### config.mk
export PLATFORM = sky130hd
export DESIGN_NAME = irq_prio_ctrl
export DESIGN_NICKNAME = d
export VERILOG_FILES = /design/src/rtl/irq_prio_ctrl.sv
export SDC_FILE = /design/constraint.sdc
export NUM_CORES = 1
export LEC_CHECK = 0
export CAP_MARGIN = 20
export CORE_ASPECT_RATIO = 0.75
export CORE_MARGIN = 4
export CORE_UTILIZATION = 40
export CTS_CLUSTER_DIAMETER = 60
export DETAILED_ROUTE_END_ITERATION = 16
export GPL_ROUTABILITY_DRIVEN = 0
export HOLD_SLACK_MARGIN = 0.03
export PLACE_DENSITY = 0.78
export SLEW_MARGIN = 40
export SYNTH_ARGS = -nofsm -noshare
export SYNTH_HDL_FRONTEND = slang
export SYNTH_SLANG_ARGS = --single-unit
### constraint.sdc
create_clock -name clk -period 1.8 [get_ports clk]
set_clock_uncertainty 0.05 [all_clocks]
set_input_delay 0.36 -clock clk [delete_from_list [all_inputs] [get_ports clk]]
set_output_delay 0.36 -clock clk [all_outputs]
set_load 0.005 [all_outputs]
### src/rtl/irq_prio_ctrl.sv
// 68000 interrupt priority controller: synchronises up to seven active-low requests,
// latches them per source (level or falling edge), encodes IPL and answers IACK cycles.
module irq_prio_ctrl #(
  parameter int unsigned         NUM_SRC     = 7,
  parameter int unsigned         SYNC_STAGES = 2,
  parameter logic [NUM_SRC-1:0]  EDGE_MODE   = '0
) (
  input  logic               clk,
  input  logic               reset,
  input  logic [NUM_SRC-1:0] irq_n,
  input  logic               mask_we,
  input  logic [NUM_SRC-1:0] mask_wdata,
  input  logic               iack,
  input  logic [2:0]         iack_level,
  output logic [2:0]         ipl_n,
  output logic               avec_n,
  output logic               berr_n,
  output logic [NUM_SRC-1:0] pending
);

  localparam int unsigned LVL_W = 3;
  // Level 7 is non-maskable on the 68000, so only a full seven-source build forces it on.
  localparam logic [NUM_SRC-1:0] NMI_BIT =
    (NUM_SRC == 7) ? (NUM_SRC'(1) << (NUM_SRC - 1)) : '0;

  typedef enum logic [1:0] {
    IDLE     = 2'd0,
    ACK      = 2'd1,
    WAIT_END = 2'd2
  } state_e;

  logic [NUM_SRC-1:0] sync_q [SYNC_STAGES];
  logic [NUM_SRC-1:0] s_c;
  logic [NUM_SRC-1:0] s_prev_q;
  logic [NUM_SRC-1:0] pending_q;
  logic [NUM_SRC-1:0] pending_d;
  logic [NUM_SRC-1:0] mask_q;
  logic [NUM_SRC-1:0] active_c;
  logic [NUM_SRC-1:0] hit_vec_c;
  logic [NUM_SRC-1:0] clr_c;
  logic               hit_c;
  logic [LVL_W-1:0]   lvl_c;
  logic [LVL_W-1:0]   ipl_q;
  logic               avec_q;
  logic               avec_d;
  logic               berr_q;
  logic               berr_d;
  logic               armed_q;
  state_e             state_q;
  state_e             state_d;

  // Input synchronisers; stored inverted so a cleared flop means "not requesting".
  always_ff @(posedge clk) begin
    if (reset) begin
      for (int k = 0; k < int'(SYNC_STAGES); k++) sync_q[k] <= '0;
    end else begin
      sync_q[0] <= ~irq_n;
      for (int k = 1; k < int'(SYNC_STAGES); k++) sync_q[k] <= sync_q[k-1];
    end
  end

  assign s_c = sync_q[SYNC_STAGES-1];

  // A fresh edge beats a same-cycle acknowledge clear.
  assign pending_d = (s_c & ~EDGE_MODE)
                   | (EDGE_MODE & ((pending_q & ~clr_c) | (s_c & ~s_prev_q)));

  always_ff @(posedge clk) begin
    if (reset) begin
      s_prev_q  <= '0;
      pending_q <= '0;
      mask_q    <= '0;
    end else begin
      s_prev_q  <= s_c;
      pending_q <= pending_d;
      if (mask_we) mask_q <= mask_wdata;
    end
  end

  assign active_c = pending_q & (mask_q | NMI_BIT);

  // Highest active index wins; later iterations overwrite lower ones.
  always_comb begin
    lvl_c = '0;
    for (int i = 0; i < int'(NUM_SRC); i++) begin
      if (active_c[i]) lvl_c = LVL_W'(i + 1);
    end
  end

  // One-hot of the active source whose level matches the acknowledge.
  always_comb begin
    hit_vec_c = '0;
    for (int i = 0; i < int'(NUM_SRC); i++) begin
      if (iack_level == LVL_W'(i + 1)) hit_vec_c[i] = active_c[i];
    end
  end

  assign hit_c = |hit_vec_c;

  always_ff @(posedge clk) begin
    if (reset) begin
      state_q <= IDLE;
      ipl_q   <= '1;
      avec_q  <= 1'b1;
      berr_q  <= 1'b1;
      armed_q <= 1'b0;
    end else begin
      state_q <= state_d;
      ipl_q   <= ~lvl_c;
      avec_q  <= avec_d;
      berr_q  <= berr_d;
      armed_q <= armed_q | ~iack;
    end
  end

  // Acknowledge sequencing; armed_q keeps an IACK that straddles reset from re-triggering.
  always_comb begin
    state_d = state_q;
    avec_d  = avec_q;
    berr_d  = berr_q;
    clr_c   = '0;
    unique case (state_q)
      IDLE: begin
        if (iack && armed_q) begin
          state_d = ACK;
          avec_d  = ~hit_c;
          berr_d  = hit_c;
          clr_c   = hit_vec_c & EDGE_MODE;
        end
      end
      ACK, WAIT_END: begin
        if (iack) begin
          state_d = WAIT_END;
        end else begin
          state_d = IDLE;
          avec_d  = 1'b1;
          berr_d  = 1'b1;
        end
      end
      default: begin
        state_d = IDLE;
        avec_d  = 1'b1;
        berr_d  = 1'b1;
      end
    endcase
  end

  assign ipl_n   = ipl_q;
  assign avec_n  = avec_q;
  assign berr_n  = berr_q;
  assign pending = pending_q;

endmodule

==> run metrics, run 1 <==
status finished, final reports clean; Adder-Cell Fraction of Synth Area 3.14%; Slew @ Worst Pin 0.380 ns; Overflow after GRT 0; routed vias 901; Mean Syn Cell Area 10.1 sq um; Worst EP arrival 1.79 ns; VDD IR max 576 uV; Avg WL per Cell 11.4 um; Filler Cell Count 221; Leakage Power 0.673 nW; Sink Count 35; Hold WS 0.383 ns; Antenna diodes 0; via/cell ratio 4.67; CTS Root Cell clkbuf_8; Layout area overhead 38.4%; die area 3940 sq um; min-delay worst type reg2reg; Syn Std Cell Area 1200 sq um; RSZ-0062 raised after global routing false; register area share after synthesis 58.6%; Period minus WS final 1.69 ns; simple-gate share of the synthesized area 19.4%; footprint of the multi-input gates 469 sq um; Longest Clk Path Bufs 2; largest family of logic cells by synthesized area simple AND/OR/NAND/NOR gates; first drt pass iteration count 4; worst skew pair latency 0.28 ns; P per Cell Area 967 nW/um^2; Num CTS Buffers 5; CTS tree yes; Row Count 16; Yosys warning count 0; DR iter-0 viols 56; Crit Path Class in2reg; final setup fails 0; worst slack, placed -0.166 ns; Cells after Synth 118; xor/xnor share of the synthesized area 0%; Fin. Hold Viols 0; antenna viol nets, final 0; Detail Placement HPWL 1670 um; Fmax 0.590 GHz; post-CTS setup buffers 0; number of synthesized register bits 35; core area 2720 sq um; Post-synth EDFFs 0; vias in the first global route 854; Total GRT Usage 12.2%; clk slew on worst S/H paths 0.06 ns; fin crit share 94.1%; final setup margin 0.106 ns; Initial Utilization 43.9%; crit-path cells clkdlybuf4s50_1, nand4b_1, o311ai_2, nor2b_1, o221ai_1, a41oi_2; H-tree depth 2; Req. time, crit path 1.89 ns; # nets final 180; ranking of synthesized cells by area dfxtp_1 59%, nor2b_1 7.8%, mux2i_1 5.9%; layout cells sized above 1 8.28%; DRC viols 0; worst rel slew slack 74.7%; Synth Net Count 142; Slew Limit Fails 0; Synth Area in Compound Gates 10.3%; async set-reset flop share out of synthesis 0%; Fin Setup TNS 0 ns; critical path's slowest cell clkdlybuf4s50_1; antenna violations before repair 0; most instantiated library cell after synthesis dfxtp_1; startpoint types input port; Critical Path Max Stage Delay 0.54 ns; Die Wd 71.1 um; Routed WL 2210 um; largest net degree at the start of global routing 27; Critical Path Sink Type flop; port bufs 31; crit path max fanout 4; Post-synth top flop dfxtp_1; Post-synth top cells 35 x dfxtp_1, 15 x nor2_1, 15 x nor2b_1; placed cell count 185; mux contribution to synthesized area 5.86%; first-pass GRT wire length 3820 um; total power 0.00160 W; Synth cell types 25; Max-Cap Viols 0; IO Pins 33; Reg area 701 sq um; post-route insts no fill 193; Yosys top cell area share 58.6%; Die Ht 55.4 um; biggest area consumer among synthesized cells dfxtp_1
[where the power goes]
group          internal [W]  switching, W
Combinational      0.000136      0.000103
Sequential         0.000823     0.0000256
Clock              0.000271      0.000241
Total               0.00123      0.000370
[flip-flops by register name, indices dropped and copies added, names as in the netlist]
register  count
mask_q        6
armed_q       1
ipl_n         3
pending       7
state_q       2
berr_n        1
avec_n        1
sync_q       14
[routing by layer]
layer / share of wire, % / track usage [%] / routed length (um) / vias up
met5: 0 / 0 / 0 / -
met1: 46 / 13.5 / 1020 / 399
met2: 44 / 19.0 / 969 / 32
li1: - / - / - / 468
met3: 8.7 / 6.70 / 193 / 2
met4: 1.0 / 5.63 / 23 / 0
[worst paths after layout]
kind                 start  slack (ns)  cells after the start    endpoint
min reg2reg   sync_q[1][3]        0.38                      1  pending[3]
max          iack_level[0]        0.11                      6      berr_n
max reg2reg     state_q[0]        0.15                      6      avec_n
min           sync_q[1][3]        0.38                      1  pending[3]
[stage by stage]
stage                     util [%]  instance area, sq um
after floorplan                  -                  1200
final                         60.8                  1660
after CTS                     60.5                  1650
after global placement        57.5                  1570
after detailed placement      57.5                  1570
after global routing          60.8                  1660
[area by class of cell]
| type | count | share of cell area, % |
|---|---|---|
| sequential | 35 | 42.3 |
| multi-input combinational | 74 | 28.3 |
| timing repair buffer | 35 | 20.6 |
| clock buffer | 7 | 4.61 |
| tap | 36 | 2.72 |
| inverter | 5 | 1.13 |
| clock inverter | 1 | 0.302 |
[what timing repair did]
action	in CTS	in global routing
gates resized for setup	0	1
setup endpoints to repair	0	2
hold buffers	0	0
[worst max-delay path, delay by kind of cell]
| kind | cells | cell delay, ns |
|---|---|---|
| AND/OR/NAND/NOR | 2 | 0.31 |
| AO/OA/AOI/OAI | 3 | 0.57 |
| buffers and inverters | 1 | 0.54 |
[cells by family (layout without fill, tap and decap cells)]
kind of cell,Yosys count,count (layout)
multiplexers,7,7
AO/OA/AOI/OAI,16,16
flip-flops,35,35
buffers and inverters,9,48
AND/OR/NAND/NOR,48,48
adder cells (fa/ha/maj),3,3
[cell usage in the layout, fill, tap and decap left out, drive strengths merged]
master	instances
dfxtp	35
clkdlybuf4s50	31
nor2	15
nor2b	15
nand2	12
mux2i	7
clkbuf	7
inv	5
a21oi	4
nand3	4
buf	4
ha	3
o21ai	2
a41oi	2
a21boi	1
a211oi	1
a32o	1
a22oi	1
nand4b	1
o311ai	1
o211ai	1
o221ai	1
o32a	1
nor3	1
clkinv	1
(Power assumes the default switching activity.)
==> run 2, diff against run 1 <==
--- a/config.mk
+++ b/config.mk
@@ -14,6 +14,7 @@
 export GPL_ROUTABILITY_DRIVEN = 0
 export HOLD_SLACK_MARGIN = 0.03
 export PLACE_DENSITY = 0.78
+export SKIP_CTS_REPAIR_TIMING = 1
 export SLEW_MARGIN = 40
 export SYNTH_ARGS = -nofsm -noshare
 export SYNTH_HDL_FRONTEND = slang
==> results of run 2 <==
Same layout as run 1: the final DEF is identical, and so are final timing and power.
